## src/rtl/dmac_master_ctrl.sv

```systemverilog
// DMAC bus-master transfer sequencer: pops descriptors and copies one word per
// READ/LATCH/WRITE pass, releasing the bus between descriptors.
module dmac_master_ctrl #(
  parameter int ADDR_W = 32,
  parameter int DATA_W = 32
) (
  input  logic              clk,
  input  logic              reset_n,
  input  logic              op_start,
  input  logic              op_clear,
  input  logic [2:0]        op_mode,
  input  logic              desc_empty,
  output logic              desc_rd_en,
  input  logic [ADDR_W-1:0] desc_src,
  input  logic [ADDR_W-1:0] desc_dest,
  input  logic [DATA_W-1:0] desc_size,
  output logic              M_req,
  input  logic              M_grant,
  output logic              M_wr,
  output logic [ADDR_W-1:0] M_address,
  output logic [DATA_W-1:0] M_dout,
  input  logic [DATA_W-1:0] M_din,
  output logic              op_done,
  output logic [2:0]        next_state
);

  typedef enum logic [2:0] {
    IDLE  = 3'b000,
    POP   = 3'b001,
    LOAD  = 3'b010,
    REQ   = 3'b011,
    READ  = 3'b100,
    LATCH = 3'b101,
    WRITE = 3'b110,
    DONE  = 3'b111
  } state_t;

  localparam logic [ADDR_W-1:0] ONE_A  = {{(ADDR_W-1){1'b0}}, 1'b1};
  localparam logic [DATA_W-1:0] ONE_D  = {{(DATA_W-1){1'b0}}, 1'b1};
  localparam logic [ADDR_W-1:0] ZERO_A = {ADDR_W{1'b0}};
  localparam logic [DATA_W-1:0] ZERO_D = {DATA_W{1'b0}};

  state_t            state_q, state_d;
  logic [ADDR_W-1:0] cur_src_q, cur_src_d;
  logic [ADDR_W-1:0] cur_dest_q, cur_dest_d;
  logic [DATA_W-1:0] remaining_q, remaining_d;
  logic [DATA_W-1:0] data_buf_q, data_buf_d;
  logic              desc_rd_en_q, desc_rd_en_d;
  logic              m_req_q, m_req_d;
  logic              m_wr_q, m_wr_d;
  logic [ADDR_W-1:0] m_address_q, m_address_d;
  logic [DATA_W-1:0] m_dout_q, m_dout_d;
  logic              op_done_q, op_done_d;
  logic              mode_unused;

  assign mode_unused = op_mode[2];

  // Next-state and datapath update
  always_comb begin
    state_d     = state_q;
    cur_src_d   = cur_src_q;
    cur_dest_d  = cur_dest_q;
    remaining_d = remaining_q;
    data_buf_d  = data_buf_q;
    case (state_q)
      IDLE: begin
        if (op_start && !desc_empty) state_d = POP;
        else if (op_start)           state_d = DONE;
        else                         state_d = IDLE;
      end
      POP: state_d = LOAD;
      LOAD: begin
        cur_src_d   = desc_src;
        cur_dest_d  = desc_dest;
        remaining_d = desc_size;
        if (desc_size != ZERO_D) state_d = REQ;
        else if (!desc_empty)    state_d = POP;
        else                     state_d = DONE;
      end
      REQ: begin
        if (M_grant) state_d = READ;
        else         state_d = REQ;
      end
      READ: state_d = LATCH;
      LATCH: begin
        data_buf_d = M_din;
        state_d    = WRITE;
      end
      WRITE: begin
        remaining_d = remaining_q - ONE_D;
        cur_src_d   = op_mode[0] ? cur_src_q : cur_src_q + ONE_A;
        cur_dest_d  = op_mode[1] ? cur_dest_q : cur_dest_q + ONE_A;
        if (remaining_q != ONE_D) state_d = READ;
        else if (!desc_empty)     state_d = POP;
        else                      state_d = DONE;
      end
      DONE: begin
        if (op_clear) state_d = IDLE;
        else          state_d = DONE;
      end
      default: state_d = IDLE;
    endcase
  end

  // Output decode of the upcoming state, so registered outputs track state_q exactly
  always_comb begin
    desc_rd_en_d = (state_d == POP);
    m_req_d      = (state_d == REQ) || (state_d == READ) || (state_d == LATCH) || (state_d == WRITE);
    m_wr_d       = (state_d == WRITE);
    op_done_d    = (state_d == DONE);
    if (state_d == READ)       m_address_d = cur_src_d;
    else if (state_d == WRITE) m_address_d = cur_dest_d;
    else                       m_address_d = ZERO_A;
    if (state_d == WRITE) m_dout_d = data_buf_d;
    else                  m_dout_d = ZERO_D;
  end

  // State, datapath and output registers
  always_ff @(posedge clk or negedge reset_n) begin
    if (!reset_n) begin
      state_q      <= IDLE;
      cur_src_q    <= ZERO_A;
      cur_dest_q   <= ZERO_A;
      remaining_q  <= ZERO_D;
      data_buf_q   <= ZERO_D;
      desc_rd_en_q <= 1'b0;
      m_req_q      <= 1'b0;
      m_wr_q       <= 1'b0;
      m_address_q  <= ZERO_A;
      m_dout_q     <= ZERO_D;
      op_done_q    <= 1'b0;
    end else begin
      state_q      <= state_d;
      cur_src_q    <= cur_src_d;
      cur_dest_q   <= cur_dest_d;
      remaining_q  <= remaining_d;
      data_buf_q   <= data_buf_d;
      desc_rd_en_q <= desc_rd_en_d;
      m_req_q      <= m_req_d;
      m_wr_q       <= m_wr_d;
      m_address_q  <= m_address_d;
      m_dout_q     <= m_dout_d;
      op_done_q    <= op_done_d;
    end
  end

  assign desc_rd_en = desc_rd_en_q;
  assign M_req      = m_req_q;
  assign M_wr       = m_wr_q;
  assign M_address  = m_address_q;
  assign M_dout     = m_dout_q;
  assign op_done    = op_done_q;
  // Reset forces the exported next state to IDLE so the slave never sees a stray POP
  assign next_state = reset_n ? state_d : IDLE;

endmodule

```

## config.mk

```make
export PLATFORM = sky130hd
export DESIGN_NAME = dmac_master_ctrl
export DESIGN_NICKNAME = d
export VERILOG_FILES = /design/src/rtl/dmac_master_ctrl.sv
export SDC_FILE = /design/constraint.sdc
export NUM_CORES = 1
export LEC_CHECK = 0
export BUFFER_PORTS_ARGS = -buffer_cell sky130_fd_sc_hd__buf_4
export CAP_MARGIN = 20
export CORE_MARGIN = 2
export CORE_UTILIZATION = 58
export DETAILED_ROUTE_END_ITERATION = 16
export PLACE_DENSITY = 0.85
export SLEW_MARGIN = 20
export SYNTH_ARGS = -nofsm -noshare
export SYNTH_HDL_FRONTEND = slang
export SYNTH_SLANG_ARGS = --single-unit
export TNS_END_PERCENT = 20
```

## constraint.sdc

```tcl
create_clock -name clk -period 4.37 [get_ports clk]
set_input_delay 0.437 -clock clk [delete_from_list [all_inputs] [get_ports clk]]
set_output_delay 0.437 -clock clk [all_outputs]
set_load 0.05 [all_outputs]
```

### Word level (Yosys, flattened, before mapping)

Index checks and enable logic that the tools add are counted.
W data, S select, Z words.

| operators by class | value |
|---|---|
| reduce and logical (&&, ||, !) cells | 8 |
| eq/ne operators | 14 |
| multiply operators | 0 |
| mux-type cells | 18 |
| $add $sub $neg | 3 |
| divide/modulo/power cells | 0 |
| order comparisons | 0 |
| bitwise gates (word level) | 0 |
| shift operators | 0 |

Operators by type and width:

| kind | number |
|---|---|
| $mux W32 | 6 |
| $pmux W32 S2 | 3 |
| $add A32 B1 Y32 const B | 2 |
| $ne A32 B1 Y1 const B | 1 |
| $reduce_bool A32 Y1 | 1 |
| $sub A32 B1 Y32 const B | 1 |
| $eq A3 B3 Y1 const B | 8 |
| $mux W3 | 8 |
| $pmux W3 S8 | 1 |
| $eq A3 B2 Y1 const B | 3 |
| $eq A3 B1 Y1 const B | 2 |
| $logic_not A3 Y1 | 1 |
| $logic_or A1 B1 Y1 | 3 |
| $reduce_bool A2 Y1 | 1 |
| $logic_and A1 B1 Y1 | 1 |
| $logic_not A1 Y1 | 1 |

| storage, ports and cells | value |
|---|---|
| register bits after elaboration | 199 |
| memory bits (writable) | 0 |
| bits in read-only memories | 0 |
| memories kept | 0 |
| output and inout bits | 71 |
| logic and storage cells | 54 |
| bits in latches | 0 |

### Logic depth before layout (Yosys ltp)

| depth | value |
|---|---|
| depth after elaboration | 8 |
| gate-level depth with buffers | 9 |
| mapped depth without buffers | 8 |

### Least setup slack after synthesis

Ideal clock, no wire load.

| path | value |
|---|---|
| kind | register to output |
| from | register remaining_q[26] |
| to | output port next_state[1] |
| data required time | 3.933 ns |
| stages on the path, launching flop included | 7 |
| path slack | 1.555 ns |
| data arrival time | 2.378 ns |
| cells stage by stage | dfrtp_1 or4_4 nor3_2 nand4_1 or4_4 a21boi_1 and2_1 |

| on the way | value |
|---|---|
| cells in the longest elaborated chain, start to end | 4 |

Ends and longest elaborated chain:

| what | RTL line | text |
|---|---|---|
| start, declared | 46 | `logic [DATA_W-1:0] remaining_q, remaining_d;` |
| start signal, assigned | 136 | `remaining_q <= remaining_d;` |
| $ne A32 B1 Y1 | 93 | `if (remaining_q != ONE_D) state_d = READ;` |
| $mux W3 | 93 |  |
| $pmux W3 S8 | 65 | `case (state_q)` |
| via state_d[1] | 43 | `state_t state_q, state_d;` |
| $mux W3 | 154 | `assign next_state = reset_n ? state_d : IDLE;` |
| end, declared | 24 | `output logic [2:0] next_state` |

The timed path passes the listed nets, and every way through them passes these cells.

### Final worst setup path

| path | value |
|---|---|
| from | register remaining_q[21] |
| to | output port next_state[1] |

Same word-level chain as after synthesis.

==> impl_metrics.yaml <==
outcome:
  outcome: "completed"
placed_design:
  place_congestion: 0.864
  hpwl_um: 16700
  post-place-ws_ns: 1.48
  dpl_cell_area_mm2: 0.0103
  portBuffers: 206
cts:
  numCtsBuffers: 17
  path_clk_slew_ns: 0.06
  cts_tree: "done"
  clock_path_buffers: 2
  hold_buffers: 0
  cts_setup_buffers: 0
  worstSkewPairLatency_ns: 0.43
  root_buffer: "clkbuf_16"
  cts_num_sinks: 167
  cts-resized-gates: 0
  htreeDepth: 4
timing:
  rsz0062_at_grt: "false"
  report.final.slew_viol_count: 0
  setup_tns_ns: 0
  finalCritPeriodShare_pct: 77.1
  worstMarginPinSlew_ns: 0.862
  fmax_ghz: 0.297
  min_period_ns: 3.37
  timing.hold.ws_ns: 0.0126
  max-slew-margin-rel_pct: 42.5
  setup_violations: 0
  skew_ns: 0.00801
  final_hold_viol_count: 0
  fin_ws_ns: 1.00
global_route:
  met3_usage_pct: 8.10
  grtUsageMet1_pct: 40.7
  grt_start_max_net_pins: 89
  top_usage_layer: "met2"
  track_usage_pct: 30.7
  overflow: 0
  grt_antenna_before_repair: 1
  first_global_vias: 7810
  grtUsageMet2_pct: 48.7
  grt_pass1_wl_um: 39400
final_layout:
  nNetsFinal: 1236
  drive_above_1_share_pct: 24.3
  fin_area_mm2: 0.0109
  area_delta_synth_final_pct: 25.9
synth:
  syn_inst: 924
  syn-num-nets: 1065
  yosysWarnings: 0
  ys_seq_area_share_pct: 48.0
  synthFlopType: "dfrtp_1"
  netlist_area_mm2: 0.00870
  avgSynthCellArea_um2: 9.41
  synth_edf_count: 0
  ys_async_sr_fraction_pct: 100
  yosysUniqueCellTypes: 67
  synth_seq_cells: 167
critical_path:
  worstSetupStartpoint: "remaining_q[21]$_DFFE_PN0N_"
  setup.worst_path.start_class: "register"
  endpoint_kind: "output pin"
  critPathArrivalTime_ns: 2.93
  criticalPathCategory: "reg2out"
  cp_max_fo: 6
  reg2reg_from: "state_q[1]$_DFF_PN0_"
  crit_required_ns: 3.93
route:
  num_vias: 8460
  drtPass1Iterations: 5
  ant_nets: 0
  wl_um: 24700
  drc: 0
  drt-initial-drc-count: 893
  viasPerCell: 6.54
  wl_per_cell_um: 19.1
floorplanning:
  rows: 44
  start_util_pct: 59.6
  die_h_um: 126
  core-area_mm2: 0.0146
  ios: 208
  die_width_um: 126
  die_area_mm2: 0.0160
power_and_ir_drop:
  p_leak_uw: 0.00487
  pwr-share-comb_pct: 47.9
  p_switching_uw: 3780
  p_seq_share_pct: 32.8
  power.density_mw_per_mm2: 749
  pwr-share-clk_pct: 19.3
  switching_share_pct: 46.1
  ir_worst_vdd_v: 0.000531
  p_int_uw: 4420
flow_run:
  maxCapViolations: 0
hold_path:
  hold_class: "in2async"
==> worst max-delay path, cell delays in order, from the launching register on <==
cell      delay, ns
dfrtp_1        0.43
or4_1          0.57
nor2_1         0.16
nand4_1        0.11
or4_4          0.57
a21boi_1       0.29
and2_1         0.17
buf_4          0.19
==> area by class of cell <==
cell class / count / area, um^2
repair buffers: 219 / 1650
inverters: 16 / 60.1
clock inverters: 12 / 168
fillers: 1053 / 3640
multi-input cells: 674 / 4190
clock buffers: 20 / 467
flip-flops and latches: 167 / 4180
well taps: 184 / 230
diodes: 1 / 2.50
==> flip-flops by register name (all words and copies together) (netlist names) <==
signal and cells:
M_address 32, M_dout 32, cur_dest_q 32, cur_src_q 32, remaining_q 32, state_q 3
M_req 1, M_wr 1, desc_rd_en 1, op_done 1
==> Yosys cell counts, types with 4 or more instances <==
cell	number	share of area (%)
a311oi_1	5	0.50
buf_1	12	0.52
nand4_1	23	1.7
or4_1	7	0.60
dfrtp_1	167	48
and4_1	8	0.81
a211oi_1	5	0.43
nor3b_1	6	0.52
ha_1	4	0.58
or3_1	8	0.58
o22ai_1	78	5.6
nor2_1	48	2.1
and2_1	41	2.9
o21ai_0	38	2.2
a32o_1	29	3.3
buf_2	4	0.23
a31oi_1	6	0.43
nor4_1	22	1.6
clkbuf_1	48	2.1
inv_1	15	0.65
nand2b_1	4	0.29
nand2_1	77	3.3
mux2i_1	38	4.4
nor3_1	17	0.98
nand4b_1	4	0.40
nand3_1	43	2.5
a21oi_1	89	5.1
and3_1	15	1.1
==> through the flow <==
| step | utilization (%) | power [uW] | cells |
|---|---|---|---|
| final | 75.1 | 8200 | 1293 |
| after global routing | 75.0 | 8660 | 1292 |
| after CTS | 75.0 | 8150 | 1292 |
| after detailed placement | 70.7 | 6530 | 1260 |
| after global placement | 70.7 | 6420 | 1260 |
| after floorplan | - | 5440 | 924 |
==> power groups by stage <==
stage                     logic [uW]  clock network (uW)  registers, uW
after floorplan                 2360                   0           3080
after global placement          3770                   0           2660
after detailed placement        3850                   0           2690
after CTS                       3880                1600           2670
after global routing            4220                1670           2760
final                           3930                1580           2690
==> placed cells by master (no fill, tap or decap), types with 23 or more instances in the layout <==
cell type / instances
nand4_1: 23
nor2_1: 48
o22ai_1: 78
and2_1: 41
a21oi_1: 89
nand2_1: 76
o21ai_0: 38
a32o_1: 29
mux2i_1: 38
nand3_1: 43
dfrtp_1: 166
buf_4: 218
==> routing by layer <==
metal | part of all wire, % | vias up | routed length [um]
met4 | 2.6 | 0 | 636
met1 | 38 | 4073 | 9510
met5 | 0 | - | 0
met2 | 49 | 466 | 12000
li1 | - | 3867 | -
met3 | 10 | 54 | 2570
==> logic make-up (layout without fill, tap and decap cells) <==
family	count (synthesis)	after routing	share of synthesized area [%]
other cells	0	1	0
compound gates	287	287	21.3
simple gates	343	343	21.6
buf+inv	83	267	3.90
flops	167	167	48.0
fa+ha+maj	4	4	0.575
xor+xnor	1	1	0.101
mux	39	39	4.50
==> path summary, 6_finish.rpt <==
kind / slack (ns) / end / depth (start not counted)
worst max-delay path: 1.00 / next_state[1] / 7
worst min register to register: 0.55 / remaining_q[0]$_DFFE_PN0N_ / 2
min in group clk: 0.21 / M_dout[11]$_DFF_PN0_ / 2
worst min-delay path: 0.01 / cur_src_q[30]$_DFF_PN0_ / 1
worst max register to register: 1.54 / M_address[27]$_DFF_PN0_ / 6
max in group asynchronous: 3.24 / cur_src_q[14]$_DFF_PN0_ / 2
Power figures use the tool's default switching activity.
